`src/rtl/dsp_ctrl_if.sv`:
```
// CPU-side register bus for dsp_ctrl.
// One-cycle request in, one-cycle ready/rdata back.
interface dsp_ctrl_if;
    logic        bus_req;
    logic        bus_we;
    logic [4:0]  bus_addr;
    logic [31:0] bus_wdata;
    logic [31:0] bus_rdata;
    logic        bus_ready;

    modport master (
        output bus_req, bus_we, bus_addr, bus_wdata,
        input  bus_rdata, bus_ready
    );

    modport slave (
        input  bus_req, bus_we, bus_addr, bus_wdata,
        output bus_rdata, bus_ready
    );
endinterface

```
`src/rtl/dsp_ctrl.sv`:
```
// Register front-end and sequencer for an external 8-lane DSP.
// Holds operands, launches one operation, captures results.
module dsp_ctrl #(
    parameter int TIMEOUT = 1023
) (
    input  logic            clk,
    input  logic            rst,
    dsp_ctrl_if.slave       bus,
    output logic            dsp_start,
    output logic [1:0]      dsp_operation,
    output logic [7:0][31:0] dsp_a,
    output logic [7:0][31:0] dsp_b,
    input  logic [7:0][31:0] dsp_result,
    input  logic            dsp_done,
    output logic            irq
);
    localparam int CW = $clog2(TIMEOUT + 1);

    typedef enum logic [1:0] {
        IDLE,
        LAUNCH,
        WAIT,
        CAPTURE
    } state_t;

    state_t          state;
    logic [CW-1:0]   cnt;
    logic [7:0][31:0] a_q;
    logic [7:0][31:0] b_q;
    logic [7:0][31:0] res_q;
    logic [1:0]      op_q;
    logic            irq_en;
    logic            done_flag;
    logic            err_flag;
    logic            done_q;

    logic            wr;
    logic            busy;
    logic            ctrl_wr;
    logic            start_wr;
    logic            sts_wr;
    logic            done_rise;
    logic            tmo;
    logic            done_n;
    logic            err_n;
    logic [31:0]     rd_mux;

    assign wr        = bus.bus_req & bus.bus_we;
    assign busy      = (state != IDLE);
    assign ctrl_wr   = wr & (bus.bus_addr == 5'h18);
    assign start_wr  = ctrl_wr & bus.bus_wdata[0];
    assign sts_wr    = wr & (bus.bus_addr == 5'h19);
    assign done_rise = dsp_done & ~done_q;
    assign tmo       = (cnt == CW'(TIMEOUT - 1));

    assign dsp_a         = a_q;
    assign dsp_b         = b_q;
    assign dsp_operation = op_q;

    // Hardware sets are applied after the W1C so they win a collision.
    always_comb begin
        done_n = done_flag & ~(sts_wr & bus.bus_wdata[1]);
        err_n  = err_flag & ~(sts_wr & bus.bus_wdata[2]);
        if (state == CAPTURE)
            done_n = 1'b1;
        if (busy && start_wr)
            err_n = 1'b1;
        if (state == WAIT && !done_rise && tmo)
            err_n = 1'b1;
    end

    always_comb begin
        rd_mux = '0;
        case (bus.bus_addr[4:3])
            2'd0: rd_mux = a_q[bus.bus_addr[2:0]];
            2'd1: rd_mux = b_q[bus.bus_addr[2:0]];
            2'd2: rd_mux = res_q[bus.bus_addr[2:0]];
            default: begin
                case (bus.bus_addr[2:0])
                    3'd0: rd_mux = {29'd0, op_q, 1'b0};
                    3'd1: rd_mux = {29'd0, err_flag, done_flag, busy};
                    3'd2: rd_mux = {31'd0, irq_en};
                    default: rd_mux = '0;
                endcase
            end
        endcase
    end

    always_ff @(posedge clk or posedge rst) begin
        if (rst) begin
            state         <= IDLE;
            cnt           <= '0;
            a_q           <= '0;
            b_q           <= '0;
            res_q         <= '0;
            op_q          <= 2'd0;
            irq_en        <= 1'b0;
            done_flag     <= 1'b0;
            err_flag      <= 1'b0;
            done_q        <= 1'b0;
            dsp_start     <= 1'b0;
            irq           <= 1'b0;
            bus.bus_ready <= 1'b0;
            bus.bus_rdata <= '0;
        end else begin
            bus.bus_ready <= bus.bus_req;
            bus.bus_rdata <= (bus.bus_req && !bus.bus_we) ? rd_mux : '0;
            done_q        <= dsp_done;
            done_flag     <= done_n;
            err_flag      <= err_n;
            irq           <= irq_en & (done_flag | err_flag);
            dsp_start     <= 1'b0;

            if (wr && bus.bus_addr == 5'h1A)
                irq_en <= bus.bus_wdata[0];

            // Operands and OP are frozen while an operation is in flight.
            if (wr && !busy) begin
                if (bus.bus_addr[4:3] == 2'd0)
                    a_q[bus.bus_addr[2:0]] <= bus.bus_wdata;
                if (bus.bus_addr[4:3] == 2'd1)
                    b_q[bus.bus_addr[2:0]] <= bus.bus_wdata;
                if (ctrl_wr)
                    op_q <= bus.bus_wdata[2:1];
            end

            case (state)
                IDLE: begin
                    if (start_wr) begin
                        state     <= LAUNCH;
                        dsp_start <= 1'b1;
                    end
                end
                LAUNCH: begin
                    cnt   <= '0;
                    state <= WAIT;
                end
                WAIT: begin
                    cnt <= cnt + 1'b1;
                    if (done_rise)
                        state <= CAPTURE;
                    else if (tmo)
                        state <= IDLE;
                end
                CAPTURE: begin
                    res_q <= dsp_result;
                    state <= IDLE;
                end
                default: state <= IDLE;
            endcase
        end
    end
endmodule
```
`src/flat_wrapper.sv`:
```
// flat-port wrapper written by rule: the top's interface ports become plain ports
module dsp_ctrl_flat 
#(
    parameter int TIMEOUT = 1023
)
  (clk, rst, dsp_start, dsp_operation, dsp_a, dsp_b, dsp_result, dsp_done, irq, bus_bus_req, bus_bus_we, bus_bus_addr, bus_bus_wdata, bus_bus_rdata, bus_bus_ready);
  dsp_ctrl_if bus_i ();
  input  logic clk;
  input  logic rst;
  output logic dsp_start;
  output logic [1:0] dsp_operation;
  output logic [7:0][31:0] dsp_a;
  output logic [7:0][31:0] dsp_b;
  input  logic [7:0][31:0] dsp_result;
  input  logic dsp_done;
  output logic irq;
  input wire logic [$bits(bus_i.bus_req)-1:0] bus_bus_req;
  input wire logic [$bits(bus_i.bus_we)-1:0] bus_bus_we;
  input wire logic [$bits(bus_i.bus_addr)-1:0] bus_bus_addr;
  input wire logic [$bits(bus_i.bus_wdata)-1:0] bus_bus_wdata;
  output wire logic [$bits(bus_i.bus_rdata)-1:0] bus_bus_rdata;
  output wire logic [$bits(bus_i.bus_ready)-1:0] bus_bus_ready;
  assign bus_i.bus_req = bus_bus_req;
  assign bus_i.bus_we = bus_bus_we;
  assign bus_i.bus_addr = bus_bus_addr;
  assign bus_i.bus_wdata = bus_bus_wdata;
  assign bus_bus_rdata = bus_i.bus_rdata;
  assign bus_bus_ready = bus_i.bus_ready;
  dsp_ctrl #(.TIMEOUT(TIMEOUT)) u_core (.clk(clk), .rst(rst), .bus(bus_i), .dsp_start(dsp_start), .dsp_operation(dsp_operation), .dsp_a(dsp_a), .dsp_b(dsp_b), .dsp_result(dsp_result), .dsp_done(dsp_done), .irq(irq));
endmodule
```
`config.mk`:
```
export PLATFORM = sky130hd
export DESIGN_NAME = dsp_ctrl_flat
export DESIGN_NICKNAME = d
export VERILOG_FILES = /design/src/rtl/dsp_ctrl_if.sv /design/src/rtl/dsp_ctrl.sv /design/src/flat_wrapper.sv
export SDC_FILE = /design/constraint.sdc
export NUM_CORES = 1
export LEC_CHECK = 0
export CAP_MARGIN = 30
export CORE_ASPECT_RATIO = 1.25
export CORE_MARGIN = 2
export CORE_UTILIZATION = 27
export DETAILED_ROUTE_END_ITERATION = 8
export PLACE_DENSITY = 0.54
export SYNTH_ARGS = -nofsm -noshare
export SYNTH_HDL_FRONTEND = slang
export SYNTH_SLANG_ARGS = --single-unit
export TNS_END_PERCENT = 5
```
`constraint.sdc`:
```
create_clock -name clk -period 49.1 [get_ports clk]
set_input_delay 7.365 -clock clk [delete_from_list [all_inputs] [get_ports clk]]
set_output_delay 7.365 -clock clk [all_outputs]
set_load 0.01 [all_outputs]
```
==> results of run 1 <==
flip-flops by register name (all words and copies together) (netlist names):
name / cells
u_core.err_flag: 1
u_core.irq: 1
u_core.irq_en: 1
u_core.cnt: 10
u_core.dsp_operation: 2
u_core.bus.bus_rdata: 32
u_core.done_q: 1
u_core.state: 2
u_core.res_q: 256
u_core.dsp_start: 1
u_core.done_flag: 1
u_core.dsp_a: 256
u_core.dsp_b: 256
u_core.bus.bus_ready: 1
worst paths after layout:
| path | start | to | slack, ns | cells after the start |
|---|---|---|---|---|
| setup / recovery | bus_bus_addr[1] | u_core.bus.bus_rdata[22]$_DFF_PP0_ | 38.32 | 9 |
| hold / removal | u_core.res_q[204]$_DFFE_PP0P_ | u_core.res_q[204]$_DFFE_PP0P_ | 0.50 | 1 |
| setup reg to reg | u_core.state[0]$_DFFE_PP0P_ | u_core.dsp_a[139]$_DFFE_PP0P_ | 45.84 | 7 |
| hold reg to reg | u_core.res_q[204]$_DFFE_PP0P_ | u_core.res_q[204]$_DFFE_PP0P_ | 0.50 | 1 |
| max in group asynchronous | rst | u_core.dsp_a[51]$_DFFE_PP0P_ | 39.17 | 7 |
| min in group asynchronous | rst | u_core.res_q[128]$_DFFE_PP0P_ | 7.21 | 2 |
cell usage in the layout, fill, tap and decap left out, drive strengths merged, types with 20 or more instances in the layout:
| cell type | n |
|---|---|
| clkdlybuf4s50 | 844 |
| dfrtp | 821 |
| mux2 | 785 |
| mux4 | 160 |
| clkbuf | 143 |
| mux2i | 105 |
| buf | 59 |
| nand2 | 46 |
| a22oi | 43 |
| nor2 | 27 |
| clkinv | 20 |
through the flow:
step	power, W	cells	area [sq um]
after detailed placement	0.001678	4810	47150
final	0.002377	4989	50310
after floorplan	0.001338	2328	36790
after global placement	0.001667	4802	47020
after global routing	0.002483	4985	50300
after CTS	0.002406	4983	50250
area by class of cell:
| class | count | share of cell area (%) |
|---|---|---|
| well taps | 1759 | 4.374 |
| repair buffers | 903 | 18.02 |
| multi-input cells | 1319 | 30.50 |
| flip-flops and latches | 821 | 40.83 |
| clock inverters | 30 | 0.5720 |
| clock buffers | 143 | 5.588 |
| inverters | 10 | 0.09450 |
| diodes | 4 | 0.01989 |
power by group through the flow:
| stage | sequential (W) | clock (W) | combinational, W |
|---|---|---|---|
| floorplan | 0.000980 | 0 | 0.000358 |
| global placement | 0.000995 | 0 | 0.000671 |
| detailed placement | 0.000998 | 0 | 0.000680 |
| CTS | 0.000987 | 0.000737 | 0.000682 |
| global route | 0.00101 | 0.000761 | 0.000715 |
| finish | 0.000986 | 0.000717 | 0.000674 |
cell families (layout without fill, tap and decap cells):
| kind of cell | count (synthesis) | after routing | share of synthesized area [%] |
|---|---|---|---|
| xor gates and xnor gates | 3 | 3 | 0.07144 |
| and+or+nand+nor | 134 | 134 | 2.030 |
| AOI/OAI and AO/OA | 127 | 127 | 2.483 |
| buffers and inverters | 188 | 1086 | 2.717 |
| DFF | 821 | 821 | 55.85 |
| other | 0 | 4 | 0 |
| muxes | 1050 | 1050 | 36.68 |
| adders and majority gates | 5 | 5 | 0.1701 |
routing by layer:
metal	part of all wire [%]	up-vias
met5	0.050	-
met4	2.8	12
met3	7.1	185
met2	50	847
met1	40	13508
li1	-	10387
worst max-delay path, cell delays in order:
cell	delay, ns
buf_8	0.28
buf_4	0.66
buf_4	0.68
buf_4	0.57
buf_4	0.54
mux4_2	0.38
mux2i_1	0.36
o22ai_1	0.15
a31o_2	0.23
==> flow_metrics.env, run 1 <==
export IMPL_fillers=12961
export IMPL_setup_violations=0
export IMPL_leakage_nw=21.62
export IMPL_synth_distinct_cells=53
export IMPL_gp_congestion=0.8314
export IMPL_grt_use_met2_pct=37.86
export IMPL_timing_final_crit_share_pct=21.95
export IMPL_synth_top_cells_by_area="dfrtp_1, mux2_2, mux4_2, mux2i_1, mux2_1"
export IMPL_port_buffer_count=846
export IMPL_numCtsBuffers=94
export IMPL_clock_power_share_pct=30.2
export IMPL_grt_overflow_total=0
export IMPL_cap_violations=0
export IMPL_clock_sinks=821
export IMPL_holdWs_ns=0.4979
export IMPL_die_w_um=334.2
export IMPL_status="finished, final reports clean"
export IMPL_seqPwrFrac_pct=41.5
export IMPL_place_ws_ns=37.71
export IMPL_synth_commonest_cells="dfrtp_1, mux2_2, mux4_2, mux2i_1, clkbuf_1"
export IMPL_cts_htree_levels=3
export IMPL_worstPathRequired_ns=49.70
export IMPL_cp_end_kind="register"
export IMPL_yosys_area_top_type="dfrtp_1"
export IMPL_clkSlewWorstSetupHoldPaths_ns=0.06
export IMPL_drc=0
export IMPL_start_util_pct=27.16
export IMPL_synth_most_common_cell="dfrtp_1"
export IMPL_synth_top_flop_cell="dfrtp_1"
export IMPL_via_per_inst=4.999
export IMPL_skew_ns=0.02215
export IMPL_synth_edf_count=0
export IMPL_drt_total_wl_um=157000
export IMPL_syn_to_final_growth_pct=36.77
export IMPL_ios=847
export IMPL_async_reset_ff_share_pct=100.0
export IMPL_max_slew_margin_pct=30.43
export IMPL_layout_nets=3452
export IMPL_cts_tree="yes"
export IMPL_dr_pass1_iters=4
export IMPL_multi_input_area_sq_um=15350
export IMPL_grtUsageMet1_pct=27.09
export IMPL_powerDensity_nw_per_um2=47.25
export IMPL_fmax_mhz=92.77
export IMPL_start_kind="input port"
export IMPL_synthDominantCellAreaShare_pct=55.85
export IMPL_use_met3_pct=6.378
export IMPL_ys_seq_area_share_pct=55.85
export IMPL_vdd_ir_drop_max_mv=0.02887
export IMPL_ant_nets=0
export IMPL_finalHoldViolCount=0
export IMPL_post_cts_buffers=0
export IMPL_fin_util_pct=37.14
export IMPL_grt_pass1_wl_um=216400
export IMPL_swShare_pct=29.91
export IMPL_ys_ff_latch=821
export IMPL_register_area_sq_um=20540
export IMPL_vias=24939
export IMPL_clock_path_buffers=3
export IMPL_dp_hpwl_um=111600
export IMPL_die_area_sq_um=139200
export IMPL_grtUsageTotal_pct=22.23
export IMPL_drtIter0Drc=1441
export IMPL_std_cell_rows=151
export IMPL_worst_slew_pin_slew_ns=1.014
export IMPL_clk_latency_ns=0.71
export IMPL_rsz0062_at_grt="no"
export IMPL_fin_ws_ns=38.32
export IMPL_combPwrFrac_pct=28.3
export IMPL_tns_ns=0
export IMPL_cts_resized=0
export IMPL_p_sw_w=0.0007110
export IMPL_syn_num_nets=2631
export IMPL_drive_above_1_share_pct=35.96
export IMPL_netlist_instances=2328
export IMPL_post_route_min_period_ns=10.78
export IMPL_grt_max_degree=159
export IMPL_crit_type="input port to register"
export IMPL_cts_hold_buf=0
export IMPL_synth_area_per_cell_sq_um=15.80
export IMPL_intPower_w=0.001666
export IMPL_post_drt_wl_per_cell_um=31.47
export IMPL_grt_busiest_layer="met2"
export IMPL_cts_root_buffer="clkbuf_16"
export IMPL_min_path_type="register to register"
export IMPL_drv_slew=0
export IMPL_antenna_found_initial=16
export IMPL_synth_area_sq_um=36790
export IMPL_fp_coreArea_sq_um=135500
export IMPL_die_y_um=416.7
export IMPL_crit_fanout=41
export IMPL_cp_arrival_ns=11.38
export IMPL_grt_pass1_vias=26138
export IMPL_ys_warnings_count=0
Power figures use the tool's default switching activity.
==> run 2, diff against run 1 <==
clock period = 10.06 ns   (was 49.1 ns; I/O delays follow)
==> flow_metrics.env, run 2 (synthesis results as in run 1) <==
export IMPL_status="finished, final reports clean"
export IMPL_leakage_nw=21.51
export IMPL_clock_sinks=821
export IMPL_clk_latency_ns=0.70
export IMPL_crit_type="input port to register"
export IMPL_cp_common_cell="buf_4"
export IMPL_antenna_found_initial=19
export IMPL_gp_congestion=0.8268
export IMPL_fp_coreArea_sq_um=135500
export IMPL_cp_end_kind="register"
export IMPL_fillers=13084
export IMPL_vdd_ir_drop_max_mv=0.1416
export IMPL_rr_worst_depth=4
export IMPL_fin_ws_ns=5.560
export IMPL_via_per_inst=4.981
export IMPL_cp_arrival_ns=5.06
export IMPL_crit_chain="buf_8 > buf_4 > buf_4 > nand2b_1 > nor2_4 > buf_4 > mux2_2"
export IMPL_register_area_sq_um=20540
export IMPL_port_buffer_count=846
export IMPL_ios=847
export IMPL_multi_input_area_sq_um=15350
export IMPL_die_area_sq_um=139200
export IMPL_drc=0
export IMPL_min_path_type="register to register"
export IMPL_r2r_end="u_core.res_q[9]$_DFFE_PP0P_"
export IMPL_worst_slew_pin_slew_ns=1.074
export IMPL_clkSlewWorstSetupHoldPaths_ns=0.06
export IMPL_place_ws_ns=4.649
export IMPL_max_slew_margin_pct=28.43
export IMPL_grtUsageTotal_pct=21.98
export IMPL_syn_to_final_growth_pct=36.18
export IMPL_drive_above_1_share_pct=35.79
export IMPL_regToRegStartpoint="u_core.state[1]$_DFFE_PP0P_"
export IMPL_layout_common_cells="clkdlybuf4s50_1, dfrtp_1, mux2_2"
export IMPL_grt_max_degree=133
export IMPL_cts_htree_levels=3
export IMPL_die_w_um=334.2
export IMPL_worstHoldStart="u_core.res_q[208]$_DFFE_PP0P_"
export IMPL_fmax_mhz=222.2
export IMPL_worstPathRequired_ns=10.62
export IMPL_grt_pass1_vias=26072
export IMPL_drv_slew=0
export IMPL_numCtsBuffers=91
export IMPL_slowest_delay_ns=0.79
export IMPL_cts_resized=0
export IMPL_skew_ns=0.03510
export IMPL_drtIter0Drc=1231
export IMPL_rsz0062_at_grt="no"
export IMPL_post_cts_buffers=0
export IMPL_drt_total_wl_um=155100
export IMPL_clock_path_buffers=3
export IMPL_start_kind="input port"
export IMPL_hold_path_endpoint="u_core.res_q[208]$_DFFE_PP0P_"
export IMPL_slowest_stage="buf_4"
export IMPL_dp_hpwl_um=110500
export IMPL_layout_nets=3444
export IMPL_cts_tree="yes"
export IMPL_dr_pass1_iters=6
export IMPL_grt_overflow_total=0
export IMPL_finalHoldViolCount=0
export IMPL_critPathTopFamily="buffers and inverters"
export IMPL_finalPower_w=0.01152
export IMPL_post_drt_wl_per_cell_um=31.16
export IMPL_start_util_pct=27.16
export IMPL_path_buf_inv=4
export IMPL_cts_root_buffer="clkbuf_16"
export IMPL_ff2ff_setup_slack_ns=6.55
export IMPL_fin_util_pct=36.98
export IMPL_layout_commonest_cell="clkdlybuf4s50_1"
export IMPL_cap_violations=0
export IMPL_post_route_min_period_ns=4.500
export IMPL_crit_fanout=45
export IMPL_ant_nets=0
export IMPL_vias=24789
export IMPL_die_y_um=416.7
export IMPL_setup_violations=0
export IMPL_tns_ns=0
export IMPL_grt_pass1_wl_um=214800
export IMPL_powerDensity_nw_per_um2=229.9
export IMPL_cts_hold_buf=0
export IMPL_timing_final_crit_share_pct=44.73
export IMPL_hold_depth=1
export IMPL_std_cell_rows=151
[run 2: changes by cell type in the layout (fill, tap and decap cells not counted), sizes merged]
cell / delta
buf: -5
diode: -2
clkinvlp: +1
clkbuf: -10
clkinv: +3
inv: +1
[run 2: how the worst max path moves through the flow]
stage,start,endpoint,depth (start not counted),slack [ns]
floorplan,rst,u_core.bus.bus_rdata[0]$_DFF_PP0_,1,-2.72
global placement,bus_bus_addr[0],u_core.dsp_a[167]$_DFFE_PP0P_,7,4.66
detailed placement,bus_bus_addr[0],u_core.dsp_a[167]$_DFFE_PP0P_,7,4.65
CTS,bus_bus_addr[0],u_core.dsp_a[189]$_DFFE_PP0P_,7,5.44
global route,bus_bus_addr[0],u_core.dsp_a[189]$_DFFE_PP0P_,7,5.24
finish,bus_bus_addr[0],u_core.dsp_a[189]$_DFFE_PP0P_,7,5.56
[run 2: final cells by class]
cell class	count	share of cell area, %
Tap cell	1759	4.393
Inverter	10	0.08741
Multi-Input combinational cell	1319	30.63
Sequential cell	821	41.01
Clock inverter	35	0.7417
Timing Repair Buffer	898	17.91
Clock buffer	133	5.222
Antenna cell	2	0.009990
[run 2: power breakdown]
part / internal (W) / switching (W)
registers: 0.00419 / 0.000643
clock network: 0.00192 / 0.00149
logic: 0.00191 / 0.00136
[run 2: routing by layer]
layer  track usage, %  vias up  share of wire (%)
li1                 -    10336                  -
met1            26.93    13328                 40
met2            36.91      891                 49
met3            5.802      218                6.9
met4            8.490       16                3.5
met5                0        -              0.059
[run 2: per-stage QoR]
stage	std cells	hold WS (ns)	area (sq um)
after floorplan	2328	0.4728	36790
after global placement	4804	0.4843	47040
after detailed placement	4807	0.4916	47110
after CTS	4975	0.5052	50090
after global routing	4977	0.5103	50100
final	4977	0.5005	50100
==> run 3, diff against run 2 <==
PLACE_DENSITY = 0.56   (was 0.54)
clock period = 3.87 ns   (was 10.06 ns; I/O delays follow)
==> flow_metrics.env, run 3 (synthesis results as in run 1) <==
export IMPL_min_path_type="input port to asynchronous set/reset pin"
export IMPL_crit_type="register to register"
export IMPL_rr_worst_depth=7
export IMPL_dp_hpwl_um=114100
export IMPL_layout_commonest_cell="clkdlybuf4s50_1"
export IMPL_clkSlewWorstSetupHoldPaths_ns=0.06
export IMPL_cts_tree="yes"
export IMPL_die_w_um=334.2
export IMPL_antenna_found_initial=10
export IMPL_place_ws_ns=0.6455
export IMPL_timing_final_crit_share_pct=70.99
export IMPL_cap_violations=0
export IMPL_max_slew_margin_pct=34.52
export IMPL_tns_ns=0
export IMPL_drt_total_wl_um=154800
export IMPL_layout_nets=3505
export IMPL_cts_hold_buf=0
export IMPL_drtIter0Drc=1349
export IMPL_fin_ws_ns=1.123
export IMPL_layout_common_cells="clkdlybuf4s50_1, dfrtp_1, mux2_2"
export IMPL_crit_path_start="u_core.state[0]$_DFFE_PP0P_"
export IMPL_cp_end_kind="register"
export IMPL_std_cell_rows=151
export IMPL_status="finished, final reports clean"
export IMPL_die_y_um=416.7
export IMPL_finalHoldViolCount=0
export IMPL_dr_pass1_iters=5
export IMPL_drc=0
export IMPL_rsz0062_at_grt="no"
export IMPL_grt_overflow_total=0
export IMPL_skew_ns=0.02679
export IMPL_start_kind="register"
export IMPL_post_route_min_period_ns=2.747
export IMPL_cts_resized=0
export IMPL_start_util_pct=27.16
export IMPL_drv_slew=0
export IMPL_worstPathRequired_ns=4.45
export IMPL_regToRegStartpoint="u_core.state[0]$_DFFE_PP0P_"
export IMPL_numCtsBuffers=92
export IMPL_cts_htree_levels=3
export IMPL_gp_congestion=0.8291
export IMPL_via_per_inst=4.950
export IMPL_ant_nets=0
export IMPL_post_cts_buffers=0
export IMPL_grt_pass1_vias=26469
export IMPL_syn_to_final_growth_pct=38.31
export IMPL_drive_above_1_share_pct=37.07
export IMPL_clock_path_buffers=3
export IMPL_grt_pass1_wl_um=215900
export IMPL_fp_coreArea_sq_um=135500
export IMPL_post_drt_wl_per_cell_um=30.77
export IMPL_setup_violations=0
export IMPL_grt_max_degree=98
export IMPL_vias=24913
export IMPL_cts_root_buffer="clkbuf_16"
export IMPL_powerDensity_nw_per_um2=595.3
export IMPL_fin_util_pct=37.56
export IMPL_ff2ff_setup_slack_ns=1.12
export IMPL_crit_path_end="u_core.dsp_b[48]$_DFFE_PP0P_"
export IMPL_vdd_ir_drop_max_mv=0.3944
export IMPL_leakage_nw=21.93
export IMPL_worst_slew_pin_slew_ns=0.9792
export IMPL_r2r_end="u_core.dsp_b[48]$_DFFE_PP0P_"
export IMPL_clk_latency_ns=0.71
export IMPL_fmax_mhz=364.0
export IMPL_die_area_sq_um=139200
export IMPL_clock_sinks=821
export IMPL_port_buffer_count=846
export IMPL_grtUsageTotal_pct=22.03
export IMPL_crit_fanout=17
export IMPL_cp_arrival_ns=3.33
export IMPL_ios=847
run 3: cell count changes in the layout (fill, tap and decap cells not counted), sizes merged:
cell           previous run  this run
clkinvlp                  4         3
bufinv                    4         6
buf                      54       115
clkinv                   23        16
clkdlybuf4s50           844       843
clkbuf                  133       135
run 3: where the power goes:
group          leakage [nW]  internal (W)  switching [W]
Sequential             10.7        0.0109        0.00159
Combinational          9.71       0.00505        0.00365
Clock                  1.53       0.00529        0.00383
run 3: worst min-delay path by stage:
stage,from,end,depth (start not counted)
global route,rst,u_core.dsp_operation[0]$_DFFE_PP0P_,2
detailed placement,u_core.res_q[209]$_DFFE_PP0P_,u_core.res_q[209]$_DFFE_PP0P_,1
floorplan,u_core.done_flag$_DFF_PP0_,u_core.done_flag$_DFF_PP0_,1
finish,rst,u_core.dsp_operation[0]$_DFFE_PP0P_,2
CTS,rst,u_core.dsp_operation[1]$_DFFE_PP0P_,2
global placement,u_core.res_q[243]$_DFFE_PP0P_,u_core.res_q[243]$_DFFE_PP0P_,1
run 3: final cells by class:
| class | count | area [sq um] |
|---|---|---|
| inverters | 10 | 43.79 |
| flip-flops and latches | 821 | 20540 |
| clock buffers | 135 | 2716 |
| repair buffers | 958 | 9614 |
| multi-input cells | 1319 | 15360 |
| well taps | 1759 | 2201 |
| diodes | 2 | 5.005 |
| clock inverters | 29 | 395.4 |
| fillers | 13053 | 84580 |
run 3: layer usage:
layer  GRT usage [%]  wire length, um  part of all wire [%]  vias to the layer above
li1                -                -                     -                    10472
met3           6.127            11000                   7.1                      205
met5               0               11                0.0071                        -
met4           8.047             5463                   3.5                        2
met2           37.52            76930                    50                      916
met1           26.52            61440                    40                    13318
run 3: stage by stage:
| step | hold slack [ns] | cells | power [W] | cell area, sq um |
|---|---|---|---|---|
| final | 0.3432 | 5033 | 0.03029 | 50880 |
| after detailed placement | 0.4903 | 4866 | 0.02141 | 47760 |
| after global placement | 0.4844 | 4866 | 0.02124 | 47760 |
| after CTS | 0.3018 | 5030 | 0.03070 | 50870 |
| after floorplan | 0.4728 | 2328 | 0.01698 | 36790 |
| after global routing | 0.3456 | 5032 | 0.03173 | 50880 |
run 3: worst max-delay path, stage by stage (launching register included):
cell and delay [ns]:
dfrtp_1 0.41, inv_1 0.14, ha_1 0.38, nand3_2 0.21, nor2_1 0.47, nand2_4 0.39
buf_12 0.31, mux2_2 0.29
